File: src/rtl/uart_wb_cmd_ctrl.sv
// uart_wb_cmd_ctrl: parses ASCII hex command frames from a UART byte stream,
// runs one Wishbone master cycle per frame and sends the ASCII response back.
module uart_wb_cmd_ctrl #(
    parameter int WB_TIMEOUT = 255
) (
    input  logic        i_clk,
    input  logic        i_reset,
    input  logic [7:0]  i_rx_data,
    input  logic        i_rx_valid,
    output logic [7:0]  o_tx_data,
    output logic        o_tx_valid,
    input  logic        i_tx_busy,
    output logic        o_wb_cyc,
    output logic        o_wb_stb,
    output logic        o_wb_we,
    output logic [15:0] o_wb_adr,
    output logic [7:0]  o_wb_dat,
    input  logic [7:0]  i_wb_dat,
    input  logic        i_wb_ack,
    output logic        o_rx_drop
);
    localparam int TW = $clog2(WB_TIMEOUT + 1);
    localparam logic [TW-1:0] T_LAST = TW'(WB_TIMEOUT - 1);

    typedef enum logic [2:0] {IDLE, SYNC_A, ADDR, CMD, WDATA, WB, RESP} state_t;

    state_t        state_q, state_d;
    logic [15:0]   adr_q, adr_d;
    logic [7:0]    dat_q, dat_d;
    logic          we_q, we_d;
    logic [1:0]    acnt_q, acnt_d;
    logic          dcnt_q, dcnt_d;
    logic [TW-1:0] tcnt_q, tcnt_d;
    logic          cyc_q, cyc_d;
    logic [15:0]   resp_q, resp_d;
    logic [1:0]    rcnt_q, rcnt_d;
    logic          txv_q, txv_d;
    logic [7:0]    txd_q, txd_d;
    logic          skip_q, skip_d;
    logic [4:0]    hx;
    logic          err;
    logic          parsing;

    // {valid, nibble}; letters of either case have low nibble 1..6, so +9 maps them to A..F
    function automatic logic [4:0] hex_dec(input logic [7:0] c);
        logic dig, let_c;
        dig   = c >= 8'h30 && c <= 8'h39;
        let_c = (c >= 8'h41 && c <= 8'h46) || (c >= 8'h61 && c <= 8'h66);
        return {dig | let_c, dig ? c[3:0] : c[3:0] + 4'd9};
    endfunction

    function automatic logic [7:0] hex_enc(input logic [3:0] n);
        return n < 4'd10 ? 8'h30 + {4'h0, n} : 8'h37 + {4'h0, n};
    endfunction

    assign parsing = state_q == SYNC_A || state_q == ADDR || state_q == CMD || state_q == WDATA;

    always_comb begin
        state_d = state_q;
        adr_d   = adr_q;
        dat_d   = dat_q;
        we_d    = we_q;
        acnt_d  = acnt_q;
        dcnt_d  = dcnt_q;
        tcnt_d  = tcnt_q;
        cyc_d   = cyc_q;
        resp_d  = resp_q;
        rcnt_d  = rcnt_q;
        txv_d   = 1'b0;
        txd_d   = txd_q;
        skip_d  = skip_q;
        err     = 1'b0;
        hx      = hex_dec(i_rx_data);
        case (state_q)
            IDLE: begin
                if (i_rx_valid && i_rx_data == 8'h00) state_d = SYNC_A;
            end
            SYNC_A: begin
                if (i_rx_valid) begin
                    if (i_rx_data == "A") state_d = ADDR;
                    else err = 1'b1;
                end
            end
            ADDR: begin
                if (i_rx_valid) begin
                    if (hx[4]) begin
                        adr_d  = {adr_q[11:0], hx[3:0]};
                        acnt_d = acnt_q + 2'd1;
                        if (acnt_q == 2'd3) state_d = CMD;
                    end else err = 1'b1;
                end
            end
            CMD: begin
                if (i_rx_valid) begin
                    if (i_rx_data == "W") state_d = WDATA;
                    else if (i_rx_data == "R") begin
                        state_d = WB;
                        we_d    = 1'b0;
                    end else err = 1'b1;
                end
            end
            WDATA: begin
                if (i_rx_valid) begin
                    if (hx[4]) begin
                        dat_d  = {dat_q[3:0], hx[3:0]};
                        dcnt_d = ~dcnt_q;
                        if (dcnt_q) begin
                            state_d = WB;
                            we_d    = 1'b1;
                        end
                    end else err = 1'b1;
                end
            end
            WB: begin
                // ack is checked before the timeout, so an ack in the final cycle wins
                if (!cyc_q) begin
                    cyc_d  = 1'b1;
                    tcnt_d = '0;
                end else if (i_wb_ack) begin
                    cyc_d   = 1'b0;
                    state_d = RESP;
                    resp_d  = we_q ? {"K", 8'h00} : {hex_enc(i_wb_dat[7:4]), hex_enc(i_wb_dat[3:0])};
                    rcnt_d  = we_q ? 2'd1 : 2'd2;
                end else if (tcnt_q == T_LAST) begin
                    cyc_d   = 1'b0;
                    state_d = RESP;
                    resp_d  = {"T", 8'h00};
                    rcnt_d  = 2'd1;
                end else tcnt_d = tcnt_q + TW'(1);
            end
            RESP: begin
                // busy is ignored for one cycle after a strobe while the UART picks it up
                if (txv_q) begin
                    if (rcnt_q == 2'd0) state_d = IDLE;
                    else skip_d = 1'b1;
                end else if (skip_q) skip_d = 1'b0;
                else if (!i_tx_busy) begin
                    txv_d  = 1'b1;
                    txd_d  = resp_q[15:8];
                    resp_d = {resp_q[7:0], 8'h00};
                    rcnt_d = rcnt_q - 2'd1;
                end
            end
            default: state_d = IDLE;
        endcase
        if (i_rx_valid && i_rx_data == 8'h00 && (parsing || state_q == IDLE)) begin
            state_d = SYNC_A;
            acnt_d  = 2'd0;
            dcnt_d  = 1'b0;
        end else if (err) begin
            state_d = RESP;
            resp_d  = {"?", 8'h00};
            rcnt_d  = 2'd1;
        end
    end

    always_ff @(posedge i_clk) begin
        if (i_reset) begin
            state_q <= IDLE;
            adr_q   <= '0;
            dat_q   <= '0;
            we_q    <= 1'b0;
            acnt_q  <= '0;
            dcnt_q  <= 1'b0;
            tcnt_q  <= '0;
            cyc_q   <= 1'b0;
            resp_q  <= '0;
            rcnt_q  <= '0;
            txv_q   <= 1'b0;
            txd_q   <= '0;
            skip_q  <= 1'b0;
        end else begin
            state_q <= state_d;
            adr_q   <= adr_d;
            dat_q   <= dat_d;
            we_q    <= we_d;
            acnt_q  <= acnt_d;
            dcnt_q  <= dcnt_d;
            tcnt_q  <= tcnt_d;
            cyc_q   <= cyc_d;
            resp_q  <= resp_d;
            rcnt_q  <= rcnt_d;
            txv_q   <= txv_d;
            txd_q   <= txd_d;
            skip_q  <= skip_d;
        end
    end

    assign o_tx_data  = txd_q;
    assign o_tx_valid = txv_q;
    assign o_wb_cyc   = cyc_q;
    assign o_wb_stb   = cyc_q;
    assign o_wb_we    = we_q;
    assign o_wb_adr   = adr_q;
    assign o_wb_dat   = dat_q;
    assign o_rx_drop  = !i_reset && i_rx_valid && (state_q == WB || state_q == RESP);
endmodule

File: config.mk
export PLATFORM = sky130hd
export DESIGN_NAME = uart_wb_cmd_ctrl
export DESIGN_NICKNAME = d
export VERILOG_FILES = /design/src/rtl/uart_wb_cmd_ctrl.sv
export SDC_FILE = /design/constraint.sdc
export NUM_CORES = 1
export LEC_CHECK = 0
export BUFFER_PORTS_ARGS = -buffer_cell sky130_fd_sc_hd__buf_2
export CORE_AREA = 8 8 89 91
export DETAILED_ROUTE_END_ITERATION = 10
export DIE_AREA = 0 0 97 99
export PLACE_DENSITY = 0.91
export RECOVER_POWER = 50
export SLEW_MARGIN = 5
export SYNTH_ARGS = -nofsm -noshare
export SYNTH_HDL_FRONTEND = slang
export SYNTH_SLANG_ARGS = --single-unit
File: constraint.sdc
create_clock -name i_clk -period 2.6 [get_ports i_clk]
set_clock_uncertainty 0.2 [all_clocks]
set_input_delay 0.13 -clock i_clk [delete_from_list [all_inputs] [get_ports i_clk]]
set_output_delay 0.13 -clock i_clk [all_outputs]
set_load 0.03 [all_outputs]
Word level (Yosys, flattened, before mapping)
Cells that the tools add are included.
{ "word_totals": {"register_bits": 68, "latchBits": 0, "ramBits": 0, "rom_bits": 0, "out_inout_bits": 37, "word_cells": 182, "memories": 0} }
{ "op_classes": {"add_sub_neg": 8, "multipliers": 0, "n_div": 0, "order_cmp": 8, "eq_ne": 50, "shift": 0, "n_mux": 67, "bitwise_logic": 6, "n_reduce_logical": 29} }
{ "op_table": {"columns": ["operator", "n"], "rows": [
  ["$mux 16", 8],
  ["$mux 3", 18],
  ["$ne 3x3->1 const B", 11],
  ["$ne 4x3->1 const B", 8],
  ["$pmux 16 s2", 1],
  ["$reduce_and 15->1", 2],
  ["$add 6x4->7 const A", 4],
  ["$eq 8x7->1 const B", 3],
  ["$mux 8", 3],
  ["$pmux 3 s7", 1],
  ["$mux 1", 20],
  ["$mux 2", 9],
  ["$ge 8x7->1 const B", 2],
  ["$le 8x7->1 const B", 2],
  ["$ne 2x2->1 const B", 8],
  ["$ne 4x4->1 const B", 4],
  ["$mux 15", 1],
  ["$mux 7", 2],
  ["$ne 4x2->1 const B", 3],
  ["$eq 3x3->1 const B", 3],
  ["$reduce_and 3->1", 3],
  ["$add 8x1->8 const B", 1],
  ["$eq 8x8->1 const B", 1],
  ["$ge 8x6->1 const B", 1],
  ["30 further kinds", 49]
]} }

Depth between registers and ports, before layout
{ "logic_depth": {"word_depth": 9, "mapped_depth": 8, "ltp_nobuf": 7} }

Worst setup path before layout
No wires, ideal clock.
{ "synth_path": {"path_type": "reg2out", "startpoint": "reg state_q[1]", "endpoint": "out o_rx_drop", "arrival_time_ns": 1.770, "t_required_ns": 2.270, "slack_ns": 0.500, "stages_incl_launch_ff": 6, "path_cell_list": "dfxtp_1 -> buf_2 -> buf_2 -> nand3b_1 -> and2_1 -> nor3_1"} }
{ "synth_via": {"elab_chain_len": 3, "elab_cells_between_ends": 4, "classes_between": "2 x eq/ne; 2 x reduce/logical"} }
{ "synth_lines": {"columns": ["item", "line_no", "rtl"], "rows": [
  ["start, declared", "27", "state_t state_q, state_d;"],
  ["start signal, assigned", "173", "state_q <= state_d;"],
  ["$eq 3x3->1", "196", "assign o_rx_drop = !i_reset && i_rx_valid && (state_q == WB || state_q == RESP);"],
  ["$logic_or 1x1->1 (*)", "196", null],
  ["$logic_and 1x1->1 (*)", "196", null],
  ["end, declared", "20", "output logic o_rx_drop"]
]} }
Every way passes the cells marked *; elsewhere a longest branch is shown, timed or not.

Worst setup path after layout
{ "layout_path": {"startpoint": "reg state_q[2]", "endpoint": "out o_rx_drop"} }
The elaborated chain is that of the path after synthesis.

==> run metrics <==
status=finished clean; reg2reg end=o_wb_adr[1]; CP max-delay cell=dfxtp_1; ant diodes=0; dpl hpwl=6.69 mm; largest net degree at the start of global routing=25; Die Span Y=99 um; Routed WL=9.01 mm; clk root buf=clkbuf_8; Detailed Route Iter0 Violations=222; maximum clock insertion buffer count=2; worst-path fanout max=16; top cells by count, synth=dfxtp_1 (68), nand2_1 (67), nor2_1 (44); syn_area_per_cell=8.51 sq um; gp weighted congestion=0.928; critical path class=reg -> out; syn nets=456; CP delay by family, top=simple AND/OR/NAND/NOR gates; Final Non-Filler Cells=566; first-pass GRT wire length=15.6 mm; DRT antenna net count=0; Setup TNS Final=0 ns; H-tree depth=3; number of global-route vias before repair=3363; DR vias/cell=5.91; Hold Path Sink=o_wb_dat[6]; min cycle time layout=2.38 ns; dpl cells=548; main area contributors after synthesis=dfxtp_1 (38%), nand2_1 (7.0%), a21oi_1 (5.9%); critical path required time=2.27 ns; I/O Buffers=57; FILL cells=582; launching point of the worst reg2reg path=state_q[2]; YS warnings=0; Pre-antenna DRT Iters=4; Synth-to-Final Area Change=13.8%; min-delay src=i_reset; r2r setup slk=0.30 ns; Yosys top cell by area=dfxtp_1; DIE WIDTH=97 um; CP Depth=4; unrepaired setup endpoints after global routing=no; fmax=420 MHz; die footprint=0.00960 sq mm; Initial Util=55.1%; Clock Sink Count=68; Setup violations, final=0; Critical Path Source Type=register; Yosys cell types=72; worst hold path type=in -> reg; crit end category=output pin; Leak=1.52 nW; layout cells sized above 1=14.6%; total gr overflow=0; CTS tree=yes; drt drc=0; Clock Latency Late Sink=0.34 ns; hold depth=2; Worst path max stage delay=0.64 ns; Slew @ Worst Pin=0.482 ns; wire per inst=15.9 um; # IOs=58; crit path cell chain=nand3b_1 > and2_1 > nor3_1 > buf_2; cell area after synthesis=0.00362 sq mm; peak supply drop=0.399 mV; final worst-path cycle share=91.5%; max cap viols=0; Core Area=0.00657 sq mm; Worst-path clk slew=0.08 ns; worst r2r path cells=5; Mapped Cells=425; Yosys top cell area share=37.6%; top-count cell post-synth=dfxtp_1; PD cells=693 mW/mm^2; Post-synth EDFFs=0; vias=3343; Seq/Total Area, Yosys=37.6%; Final Max Tran Viols=0; CP Buf/Inv Count=1; relative slew slack=67.0%; post-cts gate resize count=0; Hold Vio Cnt, Final=0; total CTS buffers=9; row cnt=30; ys async rst share=0%; nets@finish=512; Tot GR Track Use=19.2%; Synth Register Bits=68; Main synth FF type=dfxtp_1; crit path DAT=2.05 ns; antenna violations before repair=0
-- metal layers --
layer	wire, um	share of wire (%)	track usage [%]	up-vias
li1	-	-	-	1632
met1	3850	43	21.4	1599
met2	4530	50	33.4	90
met3	416	4.6	5.39	22
met4	210	2.3	7.69	0
met5	0	0	0	-
-- registers in the layout (all words and copies together), names as in the netlist, 2 cells and up --
register   flops
tcnt_q         8
state_q        3
rcnt_q         2
o_wb_adr      16
o_wb_dat       8
o_tx_data      8
resp_q        16
acnt_q         2
-- worst register-to-register path: cells and delay by family, from the launching register on --
| kind | cells | cell delay (ns) |
|---|---|---|
| AO/OA/AOI/OAI | 2 | 0.74 |
| buffers and inverters | 1 | 0.45 |
| flip-flops | 1 | 0.47 |
| AND/OR/NAND/NOR | 2 | 0.36 |
-- final cells by class --
type	instances	area (sq um)	share of cell area, %
inverter	14	52.6	1.28
clock inverter	7	98.8	2.40
tap	80	100	2.43
clock buffer	9	124	3.01
timing repair buffer	70	340	8.26
sequential	68	1360	33.1
multi-input combinational	318	2040	49.6
-- per-stage QoR --
step                area, sq um  power, mW  setup WS (ns)  utilization, %  hold WS (ns)
floorplan                  3620       1.74          0.500               -        0.0959
global placement           3940       1.88          0.429            60.0         0.218
global route               4120       3.00          0.105            62.7        0.0434
detailed placement         3940       1.90          0.348            60.0         0.229
CTS                        4180       2.87          0.276            63.7       0.00545
finish                     4120       2.85          0.220            62.7       0.00891
-- how the worst max path moves through the flow --
stage                        endpoint          from
after floorplan             o_rx_drop    state_q[1]
after global placement     state_q[0]      o_wb_cyc
after detailed placement  o_wb_adr[1]  i_rx_data[0]
after CTS                   o_rx_drop    state_q[2]
after global routing        o_rx_drop    state_q[2]
final                       o_rx_drop    state_q[2]
-- where the power goes --
part / internal [mW] / total, mW / switching [mW]
Combinational: 0.282 / 0.682 / 0.400
Sequential: 1.11 / 1.21 / 0.100
Clock: 0.546 / 0.964 / 0.418
-- cells by family (layout without fill, tap and decap cells) --
kind of cell	count (synthesis)	after routing	share of synthesized area, %
fa+ha+maj	10	10	3.46
simple gates	167	167	22.7
flops	68	68	37.6
mux	11	11	3.08
xor+xnor	13	13	3.15
compound gates	117	117	24.5
buf+inv	39	100	5.43
-- placed cells by master, fill, tap and decap left out, types with 3 or more instances in the layout --
master | synthesis | routed
a21oi_1 | 43 | 43
dfxtp_1 | 68 | 68
nand2b_1 | 4 | 4
nand2_1 | 67 | 67
nand4_1 | 3 | 3
a21oi_2 | 3 | 3
buf_4 | 3 | 10
and3_1 | 3 | 3
a211oi_1 | 3 | 3
inv_1 | 14 | 14
clkbuf_8 | 0 | 9
nand3_1 | 5 | 5
a22oi_1 | 8 | 8
and2_1 | 3 | 3
a41oi_1 | 3 | 3
xor2_1 | 5 | 5
nor2b_1 | 5 | 5
nand3b_1 | 3 | 3
nand4_2 | 3 | 3
buf_2 | 6 | 21
xnor2_1 | 8 | 8
or3_1 | 8 | 8
clkbuf_1 | 11 | 36
o31ai_1 | 3 | 3
a211oi_2 | 3 | 3
ha_1 | 10 | 10
nor3_1 | 5 | 5
mux2i_1 | 10 | 10
o21ai_0 | 14 | 14
nor2_1 | 44 | 44
-- repair_timing --
action                                 4_1_cts  5_1_grt
hold buffers                                 2        0
buffers inserted                             0        0
endpoints found under the hold margin        2        0
Power figures use the tool's default switching activity.
